==> config.mk <==
export PLATFORM = sky130hd
export DESIGN_NAME = divu_arbiter
export DESIGN_NICKNAME = d
export VERILOG_FILES = /design/src/rtl/divu_arbiter.sv
export SDC_FILE = /design/constraint.sdc
export NUM_CORES = 1
export LEC_CHECK = 0
export ABC_AREA = 1
export BUFFER_PORTS_ARGS = -buffer_cell sky130_fd_sc_hd__buf_2
export CAP_MARGIN = 20
export CELL_PAD_IN_SITES_DETAIL_PLACEMENT = 1
export CELL_PAD_IN_SITES_GLOBAL_PLACEMENT = 2
export CORE_MARGIN = 2
export CORE_UTILIZATION = 21
export CTS_CLUSTER_DIAMETER = 40
export CTS_CLUSTER_SIZE = 8
export DETAILED_ROUTE_END_ITERATION = 8
export GPL_TIMING_DRIVEN = 1
export PLACE_DENSITY_LB_ADDON = 0.1
export SETUP_SLACK_MARGIN = 0.05
export SLEW_MARGIN = 20
export SYNTH_ARGS = -nofsm -noshare
export SYNTH_HDL_FRONTEND = slang
export SYNTH_SLANG_ARGS = --single-unit
==> constraint.sdc <==
create_clock -name CLK_I -period 3.4 [get_ports CLK_I]
set_clock_uncertainty 0.05 [all_clocks]
set_input_delay 0.17 -clock CLK_I [delete_from_list [all_inputs] [get_ports CLK_I]]
set_output_delay 0.17 -clock CLK_I [all_outputs]
set_load 0.01 [all_outputs]
==> src/rtl/divu_arbiter.sv <==
// divu_arbiter: round-robin scheduler sharing one iterative divider among NREQ requesters.
// Latency: ack 1 cycle after a request is seen in IDLE, divider start 1 cycle later, response 1 cycle after divider done.
// Backpressure: requesters hold REQ_VLD_I until acked; only IDLE grants. Optional WAIT watchdog: DIVU_ARB_TIMEOUT_EN.
module divu_arbiter #(
    parameter int WIDTH   = 32,
    parameter int NREQ    = 4,
    parameter int TIMEOUT = 255,
    localparam int IDW    = (NREQ > 1) ? $clog2(NREQ) : 1
) (
    input  logic                  CLK_I,
    input  logic                  RST_N_I,
    input  logic [NREQ-1:0]       REQ_VLD_I,
    input  logic [NREQ*WIDTH-1:0] REQ_DIVIDEND_I,
    input  logic [NREQ*WIDTH-1:0] REQ_DIVISOR_I,
    output logic [NREQ-1:0]       REQ_ACK_O,
    output logic                  RSP_VLD_O,
    output logic [IDW-1:0]        RSP_ID_O,
    output logic [WIDTH-1:0]      RSP_QUOTIENT_O,
    output logic [1:0]            RSP_STATUS_O,
    output logic                  BUSY_O,
    output logic                  DIV_READY_O,
    output logic [WIDTH-1:0]      DIV_DIVIDEND_O,
    output logic [WIDTH-1:0]      DIV_DIVISOR_O,
    input  logic                  DIV_DONE_I,
    input  logic                  DIV_VLD_I,
    input  logic                  DIV_DBZ_I,
    input  logic                  DIV_OVF_I,
    input  logic [WIDTH-1:0]      DIV_QUOTIENT_I
);

    localparam logic [1:0] ST_OK  = 2'b00;
    localparam logic [1:0] ST_OVF = 2'b01;
    localparam logic [1:0] ST_DBZ = 2'b10;
    localparam logic [1:0] ST_TMO = 2'b11;

    typedef enum logic [1:0] {
        S_IDLE  = 2'd0,
        S_ISSUE = 2'd1,
        S_WAIT  = 2'd2,
        S_RESP  = 2'd3
    } state_t;

    state_t            r_state;
    state_t            w_state_nxt;

    logic [NREQ-1:0]   r_ack;
    logic              r_div_ready;
    logic [WIDTH-1:0]  r_div_dvd;
    logic [WIDTH-1:0]  r_div_dvs;
    logic [IDW-1:0]    r_gnt_id;
    logic [IDW-1:0]    r_last_grant;
    logic              r_rsp_vld;
    logic [IDW-1:0]    r_rsp_id;
    logic [WIDTH-1:0]  r_rsp_q;
    logic [1:0]        r_rsp_status;

    logic [WIDTH-1:0]  w_req_dvd [NREQ];
    logic [WIDTH-1:0]  w_req_dvs [NREQ];

    logic              w_hi_found;
    logic [IDW-1:0]    w_hi_idx;
    logic              w_lo_found;
    logic [IDW-1:0]    w_lo_idx;
    logic              w_gnt_vld;
    logic [IDW-1:0]    w_gnt_idx;
    logic [NREQ-1:0]   w_gnt_onehot;

    logic              w_grant;
    logic              w_done_take;
    logic              w_tmo_take;
    logic              w_timeout;
    logic [1:0]        w_status;

    // Unpack the flat operand buses into per-requester words.
    for (genvar k = 0; k < NREQ; k++) begin : g_unpack
        assign w_req_dvd[k] = REQ_DIVIDEND_I[k*WIDTH +: WIDTH];
        assign w_req_dvs[k] = REQ_DIVISOR_I[k*WIDTH +: WIDTH];
    end

    // Round-robin pick: lowest requester above last_grant, else lowest at or below it (wrap).
    always_comb begin
        w_hi_found = 1'b0;
        w_hi_idx   = '0;
        w_lo_found = 1'b0;
        w_lo_idx   = '0;
        for (int j = 0; j < NREQ; j++) begin
            if (REQ_VLD_I[IDW'(j)]) begin
                if (IDW'(j) > r_last_grant) begin
                    if (!w_hi_found) begin
                        w_hi_found = 1'b1;
                        w_hi_idx   = IDW'(j);
                    end
                end else if (!w_lo_found) begin
                    w_lo_found = 1'b1;
                    w_lo_idx   = IDW'(j);
                end
            end
        end
        w_gnt_vld    = w_hi_found | w_lo_found;
        w_gnt_idx    = w_hi_found ? w_hi_idx : w_lo_idx;
        w_gnt_onehot = NREQ'(1) << w_gnt_idx;
    end

    // Divider status priority: divide-by-zero wins over overflow.
    always_comb begin
        w_status = ST_OK;
        if (DIV_DBZ_I) begin
            w_status = ST_DBZ;
        end else if (DIV_OVF_I) begin
            w_status = ST_OVF;
        end
    end

`ifdef DIVU_ARB_TIMEOUT_EN
    localparam int CNTW = (TIMEOUT > 1) ? $clog2(TIMEOUT) : 1;
    logic [CNTW-1:0] r_wait_cnt;

    // Watchdog: counts cycles spent in WAIT, cleared whenever the FSM is elsewhere.
    always_ff @(posedge CLK_I or negedge RST_N_I) begin
        if (!RST_N_I) begin
            r_wait_cnt <= '0;
        end else if (r_state == S_WAIT) begin
            r_wait_cnt <= r_wait_cnt + 1'b1;
        end else begin
            r_wait_cnt <= '0;
        end
    end

    assign w_timeout = (r_wait_cnt == CNTW'(TIMEOUT - 1));
`else
    assign w_timeout = 1'b0;
`endif

    // FSM state register.
    always_ff @(posedge CLK_I or negedge RST_N_I) begin
        if (!RST_N_I) begin
            r_state <= S_IDLE;
        end else begin
            r_state <= w_state_nxt;
        end
    end

    // FSM next state and one-cycle action strobes.
    always_comb begin
        w_state_nxt = r_state;
        w_grant     = 1'b0;
        w_done_take = 1'b0;
        w_tmo_take  = 1'b0;
        unique case (r_state)
            S_IDLE: begin
                if (w_gnt_vld) begin
                    w_grant     = 1'b1;
                    w_state_nxt = S_ISSUE;
                end
            end
            S_ISSUE: begin
                w_state_nxt = S_WAIT;
            end
            S_WAIT: begin
                if (DIV_DONE_I) begin
                    w_done_take = 1'b1;
                    w_state_nxt = S_RESP;
                end else if (w_timeout) begin
                    w_tmo_take  = 1'b1;
                    w_state_nxt = S_RESP;
                end
            end
            S_RESP: begin
                w_state_nxt = S_IDLE;
            end
            default: begin
                w_state_nxt = S_IDLE;
            end
        endcase
    end

    // Datapath: operand capture at grant, start pulse, response capture; all outputs registered.
    always_ff @(posedge CLK_I or negedge RST_N_I) begin
        if (!RST_N_I) begin
            r_ack        <= '0;
            r_div_ready  <= 1'b0;
            r_div_dvd    <= '0;
            r_div_dvs    <= '0;
            r_gnt_id     <= '0;
            r_last_grant <= IDW'(NREQ - 1);
            r_rsp_vld    <= 1'b0;
            r_rsp_id     <= '0;
            r_rsp_q      <= '0;
            r_rsp_status <= ST_OK;
        end else begin
            r_ack       <= '0;
            r_div_ready <= (r_state == S_ISSUE);
            r_rsp_vld   <= 1'b0;
            if (w_grant) begin
                r_ack     <= w_gnt_onehot;
                r_div_dvd <= w_req_dvd[w_gnt_idx];
                r_div_dvs <= w_req_dvs[w_gnt_idx];
                r_gnt_id  <= w_gnt_idx;
            end
            if (w_done_take) begin
                r_rsp_vld    <= 1'b1;
                r_rsp_id     <= r_gnt_id;
                r_rsp_status <= w_status;
                // Quotient only meaningful on a clean, valid result.
                r_rsp_q      <= ((w_status == ST_OK) && DIV_VLD_I) ? DIV_QUOTIENT_I : '0;
            end
            if (w_tmo_take) begin
                r_rsp_vld    <= 1'b1;
                r_rsp_id     <= r_gnt_id;
                r_rsp_status <= ST_TMO;
                r_rsp_q      <= '0;
            end
            // Priority rotates only once the operation has actually responded.
            if (r_state == S_RESP) begin
                r_last_grant <= r_gnt_id;
            end
        end
    end

    assign REQ_ACK_O      = r_ack;
    assign RSP_VLD_O      = r_rsp_vld;
    assign RSP_ID_O       = r_rsp_id;
    assign RSP_QUOTIENT_O = r_rsp_q;
    assign RSP_STATUS_O   = r_rsp_status;
    assign BUSY_O         = (r_state != S_IDLE);
    assign DIV_READY_O    = r_div_ready;
    assign DIV_DIVIDEND_O = r_div_dvd;
    assign DIV_DIVISOR_O  = r_div_dvs;

endmodule

==> run summary <==
By area, the combinational part of the netlist is dominated by simple AND/OR/NAND/NOR gates. Synthesis handed over a netlist of 555 instances. The run gives 22600 µm² as the core outline area.

The critical setup path kind is flop to flop. At the pin with the least slew margin, the transition time is 0.937 ns. After synthesis, the share of cell area in mux cells is 0%.

The number of enable-type register cells in the synthesized netlist is 0. The warning count from the yosys run is 0. The count of buffers inserted at the top-level ports was 271; the via-per-instance ratio was 4.67. Measured along the y axis, the die boundary spans 156 µm. Detailed routing inserted a total of 5379 vias.

Based on the critical path, the design can be clocked at up to 479 MHz. The tools report the headroom to the max-slew limit as 37.4%. In the global route stage, overall resource usage came out at 17.1%. Of the synthesized area, sequential elements account for 55.7%. Worst supply voltage drop on vdd: 0.278 mV. Clock tree synthesis inserted a total of 9 buffers. The total power density per cell area was 786 nW/µm².

The max-slew violation count was 0; the post-synthesis area per instance was 8.75 µm². In this run, synthesis produced a sequential element count of 108. The synthesized-area fraction occupied by ao, oa, aoi and oai cells is 4.48%. The die outline width is 156 µm. Setup repair after global routing left no endpoint under its margin. The shortest period the worst path allows works out to 2.09 ns. For the post-layout worst setup margin, the log shows 1.31 ns. The number of routed nets with antenna violations was 0; the per-cell routed wire length was 17.9 µm. Data on the critical path is required at its endpoint by 3.64 ns.

The tool flagged a number of max-cap violations equal to 0. Power comes to 5.82 mW. The arithmetic-cell share of the synthesized area counting full adders, half adders and majority gates is 1.03%. The tools report the final count of hold timing violations as 0. Type of the tightest min-delay check: primary input to flop. The clock net in this run drives a total of 108 sinks.

Clock tree synthesis selected as its root buffer the cell sky130_fd_sc_hd__clkbuf_16. After clock tree synthesis, the clock-pin slew on the worst setup and hold paths is 0.08 ns. Of the total synthesized cell area, the portion taken by XOR and XNOR cells is 0%. After the first detailed-routing iteration, the DRC count stood at 176. Total number of H-tree levels: 3.

Count of instances resized after the clock tree is built: 0. The number of cell instances on the worst register-to-register path was 8; the number of antenna violations at the first check in global routing was 3. Of all flip-flops after synthesis, the portion carrying an async set or reset was 100%. The tools report the category of the worst setup path capture point as a flop.

Counting along the longest clock path gives a buffer depth of 2. The first global-routing pass estimated 32500 µm of wire. The area growth from synthesis to layout is 52.7%.

The tools report the number of global-route vias before repair as 5917. The worst-path maximum fanout is 47. For the worst setup path, the data arrival time is 2.33 ns. Leaving out fill and tap cells, the most frequent cell in the layout is sky130_fd_sc_hd__buf_2. The initial cell density of the core came out at 21.4%. The logs give 0 for the global-route congestion overflow total and 405 for the number of primary I/O pins. Worst hold slack across all endpoints: 0.00745 ns. The most common flop cell mapped by yosys is sky130_fd_sc_hd__dfrtp_1. The logs give 2715 for the count of filler cells inserted in the layout and 0 for the post-route DRC violation count. The count of nets after finishing was 1161. The worst hold path was traced through 3 stages. Detailed-router iteration count before antenna repair: 6. Entering global routing, the biggest net connects 67 pins. In this run the core area contains 55 standard-cell rows.

Summed over all cells, the static leakage comes to 3.74 nW. The synthesized netlist contains 21 unique library cells. STA classifies the critical path startpoint as a flop. The area of the mapped netlist is 4850 µm², and the post-place setup slack is 1.26 ns. The area of the die was 24400 µm². The post-route netlist has 35.2% of its cells at a drive strength greater than 1. In the layout the commonest cells are 270 x sky130_fd_sc_hd__buf_2, 132 x sky130_fd_sc_hd__nand2_1, 129 x sky130_fd_sc_hd__nand3_1.

Final clock period utilization by the worst path: 61.3%. The clock reaches the later pin of the worst-skew pair after 0.35 ns. The simple logic cell fraction of the synthesized area was 32.6%; the routed wire length was 20600 µm. Adding up every negative setup slack in the final design gives 0 ns.

The run finished with clean final reports. Routability-driven placement finished with a final weighted congestion of 0.741. The wire-length estimate of the detail-placed layout is 13300 µm. TritonCTS built the clock tree. The run gives 0 as the number of setup violations in the final report.
==> sequential cells by signal (all words and copies together) (netlist names) <==
| signal | count |
|---|---|
| RSP_STATUS_O | 2 |
| r_last_grant | 2 |
| RSP_VLD_O | 1 |
| RSP_ID_O | 1 |
| DIV_DIVIDEND_O | 32 |
| REQ_ACK_O | 2 |
| r_gnt_id | 1 |
| r_state | 2 |
| RSP_QUOTIENT_O | 32 |
| DIV_DIVISOR_O | 32 |
| DIV_READY_O | 1 |
==> final timing paths <==
check                                   startpoint            endpoint  slack, ns
max in group asynchronous                  RST_N_I     r_last_grant[0]       2.07
worst min register to register     r_last_grant[1]     r_last_grant[1]       0.41
min in group asynchronous                  RST_N_I  DIV_DIVIDEND_O[20]       0.36
worst min-delay path            DIV_QUOTIENT_I[15]  RSP_QUOTIENT_O[15]      0.007
worst max-delay path                    r_state[1]   DIV_DIVISOR_O[25]       1.31
worst max register to register          r_state[1]   DIV_DIVISOR_O[25]       1.31
==> layout make-up <==
| cell class | count | area, µm² | share of cell area, % |
|---|---|---|---|
| Antenna cell | 3 | 7.51 | 0.101 |
| Inverter | 11 | 41.3 | 0.557 |
| Clock buffer | 9 | 225 | 3.04 |
| Sequential cell | 108 | 2710 | 36.5 |
| Tap cell | 285 | 357 | 4.81 |
| Multi-Input combinational cell | 384 | 1880 | 25.4 |
| Timing Repair Buffer | 345 | 2090 | 28.2 |
| Clock inverter | 7 | 98.8 | 1.33 |
==> cell usage after synthesis (2+ instances only) <==
cell | n | share of area, %
sky130_fd_sc_hd__a21oi_1 | 3 | 0.31
sky130_fd_sc_hd__buf_1 | 6 | 0.46
sky130_fd_sc_hd__buf_2 | 24 | 2.5
sky130_fd_sc_hd__buf_4 | 6 | 0.93
sky130_fd_sc_hd__clkbuf_1 | 18 | 1.4
sky130_fd_sc_hd__dfrtp_1 | 106 | 55
sky130_fd_sc_hd__dfstp_2 | 2 | 1.1
sky130_fd_sc_hd__ha_1 | 4 | 1.0
sky130_fd_sc_hd__inv_1 | 8 | 0.62
sky130_fd_sc_hd__inv_2 | 2 | 0.15
sky130_fd_sc_hd__nand2_1 | 133 | 10
sky130_fd_sc_hd__nand3_1 | 129 | 13
sky130_fd_sc_hd__nand4_1 | 64 | 8.2
sky130_fd_sc_hd__nor2_1 | 8 | 0.62
sky130_fd_sc_hd__o21ai_0 | 35 | 3.6
sky130_fd_sc_hd__o21ai_1 | 2 | 0.21
==> critical path, stage by stage, from the launching register on <==
cell	delay [ns]
sky130_fd_sc_hd__dfrtp_1	0.40
sky130_fd_sc_hd__inv_1	0.09
sky130_fd_sc_hd__ha_2	0.19
sky130_fd_sc_hd__inv_2	0.09
sky130_fd_sc_hd__a21oi_4	0.04
sky130_fd_sc_hd__inv_2	0.30
sky130_fd_sc_hd__buf_4	0.57
sky130_fd_sc_hd__nand2_1	0.14
sky130_fd_sc_hd__nand3_1	0.13
==> metal layers <==
| metal | wire, µm | global-route usage [%] |
|---|---|---|
| met3 | 1350 | 4.25 |
| met5 | 13 | 0 |
| met1 | 8700 | 20.4 |
| met4 | 499 | 6.29 |
| met2 | 10100 | 29.7 |
==> through the flow <==
step | area (µm²) | std cells | utilization, %
after floorplan | 4860 | 557 | -
after global placement | 6420 | 1067 | 28.4
after detailed placement | 6420 | 1067 | 28.4
after CTS | 7400 | 1149 | 32.7
after global routing | 7410 | 1151 | 32.7
final | 7410 | 1152 | 32.7
==> what timing repair did <==
| action | 4_1_cts | 5_1_grt |
|---|---|---|
| endpoints found under the hold margin | 116 | 0 |
| hold buffers | 66 | 0 |
| endpoints found under the setup margin | 0 | 0 |
| buffers inserted | 0 | 0 |
==> where the power goes <==
part / internal, mW / switching [mW] / total [mW]
Combinational: 0.930 / 1.62 / 2.55
Clock: 0.653 / 0.533 / 1.19
Sequential: 1.82 / 0.270 / 2.09
Total: 3.40 / 2.42 / 5.82
==> cell families after synthesis <==
kind of cell,count (synthesis)
other,1
adders and majority gates,4
buffers and inverters,65
and+or+nand+nor,335
AOI/OAI and AO/OA,42
DFF,108
(Power assumes the default switching activity.)
